--- config.mk ---
export PLATFORM = sky130hd
export DESIGN_NAME = frontpanel_spi_sequencer
export DESIGN_NICKNAME = d
export VERILOG_FILES = /design/src/rtl/frontpanel_spi_sequencer.sv
export SDC_FILE = /design/constraint.sdc
export NUM_CORES = 1
export LEC_CHECK = 0
export BUFFER_PORTS_ARGS = -buffer_cell sky130_fd_sc_hd__buf_2
export CAP_MARGIN = 20
export CORE_MARGIN = 8
export CORE_UTILIZATION = 50
export CTS_BUF_LIST = sky130_fd_sc_hd__clkbuf_4
export DETAILED_ROUTE_END_ITERATION = 16
export PLACE_DENSITY_LB_ADDON = 0.3
export SYNTH_ARGS = -nofsm -noshare
export SYNTH_HDL_FRONTEND = slang
export SYNTH_SLANG_ARGS = --single-unit
--- constraint.sdc ---
create_clock -name clk -period 4.3 [get_ports clk]
set_clock_uncertainty 0.05 [all_clocks]
set_input_delay 0.215 -clock clk [delete_from_list [all_inputs] [get_ports clk]]
set_output_delay 0.215 -clock clk [all_outputs]
set_load 0.02 [all_outputs]
--- src/rtl/frontpanel_spi_sequencer.sv ---
// frontpanel_spi_sequencer
// Frames byte transactions to the front panel display MCU over the existing
// SPI host shifter. Register writes queue bytes in a local byte FIFO; a commit
// closes the group of uncommitted bytes into one transaction whose length is
// queued in a small length FIFO. A sequencer drops cs_n, waits the setup time,
// hands bytes one at a time to the shifter (shift_en/shift_done), waits the
// hold time, raises cs_n and then enforces a minimum inter-frame gap.
//
// Ports:
//   clk, rst        clock, asynchronous active-high reset
//   wr_en, wr_data  push one byte into the byte FIFO
//   commit          close the current transaction (all bytes since last commit)
//   overflow_clr    clear the sticky overflow flag
//   shift_en        one-cycle start strobe to the SPI host shifter
//   shift_data      byte presented to the shifter, stable until shift_done
//   shift_done      one-cycle pulse from the shifter when a byte is out
//   cs_n            front panel chip select
//   busy            sequencer active or a committed transaction is queued
//   data_free       free byte FIFO slots
//   overflow        sticky: byte dropped (FIFO full) or commit lost (length FIFO full)
module frontpanel_spi_sequencer #(
  parameter int DATA_DEPTH = 64,
  parameter int LEN_DEPTH  = 4,
  parameter int CS_SETUP   = 16,
  parameter int CS_HOLD    = 16,
  parameter int CS_GAP     = 32
) (
  input  logic                          clk,
  input  logic                          rst,
  input  logic                          wr_en,
  input  logic [7:0]                    wr_data,
  input  logic                          commit,
  input  logic                          overflow_clr,
  output logic                          shift_en,
  output logic [7:0]                    shift_data,
  input  logic                          shift_done,
  output logic                          cs_n,
  output logic                          busy,
  output logic [$clog2(DATA_DEPTH):0]   data_free,
  output logic                          overflow
);

  localparam int DAW = $clog2(DATA_DEPTH);
  localparam int LAW = $clog2(LEN_DEPTH);
  localparam int CNT_MAX = (CS_SETUP > CS_HOLD) ?
                           ((CS_SETUP > CS_GAP) ? CS_SETUP : CS_GAP) :
                           ((CS_HOLD  > CS_GAP) ? CS_HOLD  : CS_GAP);
  localparam int CW = $clog2(CNT_MAX + 1);

  typedef logic [DAW:0]  len_t;   // byte counts and byte FIFO pointers
  typedef logic [LAW:0]  lptr_t;  // length FIFO pointers
  typedef logic [CW-1:0] tmr_t;

  typedef enum logic [2:0] {IDLE, SETUP, LOAD, WAIT, HOLD, GAP} state_t;

  logic [7:0] data_mem [DATA_DEPTH];
  len_t       len_mem  [LEN_DEPTH];

  len_t   data_wr_ptr, data_rd_ptr;
  lptr_t  len_wr_ptr, len_rd_ptr;
  len_t   pending;
  len_t   remaining;
  tmr_t   timer;
  state_t state;

  logic data_full, len_full, len_empty;
  logic data_push;
  len_t commit_len;
  logic commit_ok, commit_err;

  // Pointers carry one extra MSB so full and empty are distinguishable.
  assign data_full = (data_wr_ptr[DAW] != data_rd_ptr[DAW]) &&
                     (data_wr_ptr[DAW-1:0] == data_rd_ptr[DAW-1:0]);
  assign len_full  = (len_wr_ptr[LAW] != len_rd_ptr[LAW]) &&
                     (len_wr_ptr[LAW-1:0] == len_rd_ptr[LAW-1:0]);
  assign len_empty = (len_wr_ptr == len_rd_ptr);

  assign data_push  = wr_en && !data_full;
  // A byte written in the commit cycle belongs to the transaction being closed.
  assign commit_len = pending + len_t'(data_push);
  assign commit_ok  = commit && (commit_len != '0) && !len_full;
  assign commit_err = commit && (commit_len != '0) && len_full;

  assign data_free = len_t'(DATA_DEPTH) - (data_wr_ptr - data_rd_ptr);
  assign busy      = (state != IDLE) || !len_empty;

  // Write side: byte FIFO push, uncommitted count, length FIFO push, overflow.
  always_ff @(posedge clk or posedge rst) begin
    if (rst) begin
      data_wr_ptr <= '0;
      len_wr_ptr  <= '0;
      pending     <= '0;
      overflow    <= 1'b0;
    end else begin
      if (data_push)
        data_wr_ptr <= data_wr_ptr + len_t'(1);
      if (commit_ok) begin
        len_wr_ptr <= len_wr_ptr + lptr_t'(1);
        pending    <= '0;
      end else if (data_push) begin
        pending <= pending + len_t'(1);
      end
      // A new error in the same cycle as a clear leaves the flag set.
      if ((wr_en && data_full) || commit_err)
        overflow <= 1'b1;
      else if (overflow_clr)
        overflow <= 1'b0;
    end
  end

  always_ff @(posedge clk) begin
    if (data_push)
      data_mem[data_wr_ptr[DAW-1:0]] <= wr_data;
    if (commit_ok)
      len_mem[len_wr_ptr[LAW-1:0]] <= commit_len;
  end

  // Sequencer. Timers count down to zero; each state's exit edge is part of
  // its interval, so SETUP loads CS_SETUP-2 to leave room for the LOAD edge
  // and the first shift_en lands exactly CS_SETUP cycles after cs_n falls.
  always_ff @(posedge clk or posedge rst) begin
    if (rst) begin
      state       <= IDLE;
      cs_n        <= 1'b1;
      shift_en    <= 1'b0;
      shift_data  <= '0;
      remaining   <= '0;
      timer       <= '0;
      data_rd_ptr <= '0;
      len_rd_ptr  <= '0;
    end else begin
      shift_en <= 1'b0;
      unique case (state)
        IDLE: begin
          if (!len_empty) begin
            remaining  <= len_mem[len_rd_ptr[LAW-1:0]];
            len_rd_ptr <= len_rd_ptr + lptr_t'(1);
            cs_n       <= 1'b0;
            timer      <= tmr_t'(CS_SETUP - 2);
            state      <= SETUP;
          end
        end
        SETUP: begin
          if (timer == '0)
            state <= LOAD;
          else
            timer <= timer - tmr_t'(1);
        end
        LOAD: begin
          shift_data  <= data_mem[data_rd_ptr[DAW-1:0]];
          data_rd_ptr <= data_rd_ptr + len_t'(1);
          shift_en    <= 1'b1;
          remaining   <= remaining - len_t'(1);
          state       <= WAIT;
        end
        WAIT: begin
          if (shift_done) begin
            if (remaining != '0) begin
              state <= LOAD;
            end else begin
              timer <= tmr_t'(CS_HOLD - 1);
              state <= HOLD;
            end
          end
        end
        HOLD: begin
          if (timer == '0) begin
            cs_n  <= 1'b1;
            timer <= tmr_t'(CS_GAP - 1);
            state <= GAP;
          end else begin
            timer <= timer - tmr_t'(1);
          end
        end
        GAP: begin
          if (timer == '0)
            state <= IDLE;
          else
            timer <= timer - tmr_t'(1);
        end
        default: state <= IDLE;
      endcase
    end
  end

endmodule

==> impl_metrics.ini <==
[logic_synthesis]
syn_area_um2 = 24150
ys_seq_area_share_pct = 72.74
synth-edff-count = 540
syn_nets = 1439
ys_ff_latch = 594
syn_avg_cell_area_um2 = 17.24
async_flop_share_pct = 9.091
ys.warnings.count = 0
yosysUniqueCellTypes = 66
synthFlopType = edfxtp_1
syn_inst = 1401

[pwr]
swShare_pct = 31.34
power.switching_w = 0.005095
p_int_w = 0.01116
seq_power_share_pct = 43.9
pwr_density_cell_nw_per_um2 = 598.7
p_clk_share_pct = 30.2
p_comb_share_pct = 25.9
p_leak_nw = 9.372
power.total_w = 0.01626
ir_drop_uv = 375.5

[grt]
use_met2_pct = 30.81
top_usage_layer = met2
grt.met3_usage_pct = 6.156
grt_pass1_wl_um = 84800
grt_use_total_pct = 20.20
grt_pass1_vias = 13890
grt_max_degree = 112
gr-total-overflow = 0
grt_util_met1_pct = 26.85
antenna_found_initial = 3

[finish]
final_cell_mix = 540 x edfxtp_1, 212 x clkbuf_4, 129 x mux2i_1
layout_commonest_cell = edfxtp_1
area_growth_pct = 12.43
drive_above_1_share_pct = 23.69
layout.nets = 1592
finalNonFillerCells = 2284

[routing]
drtIter0Drc = 1291
drtPass1Iterations = 7
antenna_left = 0
wl_um = 55570
vias = 13440
vias_per_cell = 5.885
wl_per_cell_um = 24.33
drc = 0

[die]
ios = 33
die_w_um = 235.8
die_area_um2 = 55590
fp-row-count = 80
die_h_um = 235.8
start_util_pct = 50.58
core_area_um2 = 47750

[sta]
finalHoldWorstSlack_ns = 0.2392
setup_viol = 0
timing.final.crit_share_pct = 85.17
rsz0062_at_grt = no
finalHoldViolations = 0
finalMaxSlewViolations = 0
timing.fmax_mhz = 273.0
tightestPinTransition_ns = 0.9178
relSlewSlack_pct = 38.59
period_minus_slack_ns = 3.662
setup_tns_ns = 0

[run]
maxCapViolations = 0

[worst_setup_path]
arrival_ns = 4.16
reg2reg_depth = 8
cp_slowest_stage_delay_ns = 0.86
r2r-start = data_rd_ptr[1]
cp.required_ns = 4.79
cpMaxStageDelayCell = nor2_1
crit_end = data_mem[59][2]
cp.depth = 8
crit_buf_inv = 1
crit_type = register to register
setup.worst_path.start_class = register
crit_path_end_kind = register
regToRegSetupSlack_ns = 0.64
crit_start = data_rd_ptr[1]
path_cells = ha_1 -> nand4_1 -> nor3_1 -> nor2b_1 -> buf_4 -> and2_1 -> nand3_1 -> nor2_1
crit_fanout = 20
r2r_end = data_mem[59][2]
path_delay_family = simple AND/OR/NAND/NOR gates

[cts]
cts_tree = built
cts_root_buf = clkbuf_4
cts_htree_levels = 4
clk_pin_slew_ns = 0.06
cts_made_buffers = 146
post_cts_resize_count = 0
clkSinkCount = 594
clock_path_buffers = 3
clk_latency_ns = 0.97

[place]
gp_congestion = 0.8229
port_buffers = 32
place_inst = 2004
dp_hpwl_um = 33500

[worst_hold_path]
hp-class = input pin to register

[outcome]
outcome = completed
==> Yosys cell counts (9+ instances only) <==
| master | instances | area [µm²] |
|---|---|---|
| a21oi_1 | 39 | 195.2 |
| inv_1 | 20 | 75.07 |
| xor2_1 | 14 | 122.6 |
| nand3_1 | 26 | 130.1 |
| a22oi_1 | 22 | 165.2 |
| dfrtp_1 | 53 | 1326 |
| buf_6 | 9 | 101.4 |
| buf_4 | 12 | 90.09 |
| xnor2_1 | 21 | 183.9 |
| nor2_1 | 113 | 424.2 |
| nand2_1 | 59 | 221.5 |
| clkbuf_1 | 44 | 165.2 |
| ha_1 | 23 | 287.8 |
| nor3_1 | 12 | 60.06 |
| a211oi_1 | 9 | 67.56 |
| o21ai_0 | 34 | 170.2 |
| edfxtp_1 | 540 | 16220 |
| mux4_2 | 77 | 1734 |
| a221oi_1 | 14 | 122.6 |
| mux2i_1 | 129 | 1291 |
| nand4_1 | 10 | 62.56 |
==> power groups by stage <==
stage               sequential [W]  clock [W]  combinational [W]
floorplan                  0.00708          0            0.00312
global placement           0.00724          0            0.00414
detailed placement         0.00726          0            0.00419
CTS                        0.00714    0.00501            0.00423
global route               0.00719    0.00531            0.00453
finish                     0.00714    0.00491            0.00421
==> per-layer routing <==
metal | up-vias | wire (µm)
met3 | 108 | 5129
li1 | 5936 | -
met5 | - | 13
met2 | 644 | 25880
met1 | 6752 | 22920
met4 | 2 | 1631
==> flip-flops by register name (all words and copies together) (netlist names) <==
register and flops:
cs_n 1, len_mem 28, len_wr_ptr 3, shift_en 1, pending 7, data_wr_ptr 7
data_mem 512, len_rd_ptr 3, remaining 7, overflow 1, shift_data 8, timer 6
state 3, data_rd_ptr 7
==> stage by stage <==
step / utilization, % / instance area [µm²] / worst slack [ns]
final: 56.87 / 27150 / 0.6376
after CTS: 56.84 / 27140 / 0.6661
after global placement: 52.24 / 24940 / 0.8293
after global routing: 56.87 / 27150 / 0.3942
after floorplan: - / 24150 / 0.08494
after detailed placement: 52.37 / 25000 / 0.7276
==> worst min-delay path, stage by stage <==
cell	delay (ns)
dlygate4sd3_1	0.53
buf_2	0.13
nand3b_1	0.08
or4_4	0.12
a21oi_1	0.06
nor2_1	0.07
==> cells by family after synthesis <==
group,Yosys count,synth area share (%)
XOR/XNOR,35,1.269
adder cells (fa/ha/maj),24,1.274
flip-flops,594,72.74
buffers and inverters,100,2.057
multiplexers,209,12.67
AND/OR/NAND/NOR,261,4.948
AO/OA/AOI/OAI,178,5.041
==> timing repair <==
item,4_1_cts,5_1_grt
hold buffers,17,0
hold endpoints to repair,618,0
buffers inserted,0,0
==> area by class of cell <==
| class | instances | area [µm²] |
|---|---|---|
| fillers | 3681 | 20590 |
| diodes | 6 | 15.01 |
| flip-flops and latches | 594 | 17580 |
| multi-input cells | 707 | 6093 |
| well taps | 615 | 769.5 |
| inverters | 21 | 78.83 |
| repair buffers | 84 | 655.6 |
| clock buffers | 212 | 1592 |
| clock inverters | 45 | 372.9 |
==> worst min path at each step <==
stage / slack, ns / end / depth (start not counted) / from
after floorplan: 0.26 / data_mem[0][0] / 0 / wr_data[0]
after global placement: 0.20 / timer[5] / 2 / rst
after detailed placement: 0.19 / timer[5] / 2 / rst
after CTS: 0.15 / state[1] / 6 / shift_done
after global routing: 0.21 / data_mem[20][6] / 2 / wr_data[6]
final: 0.24 / state[1] / 6 / shift_done
No activity file was read; power rests on OpenSTA's default activity.
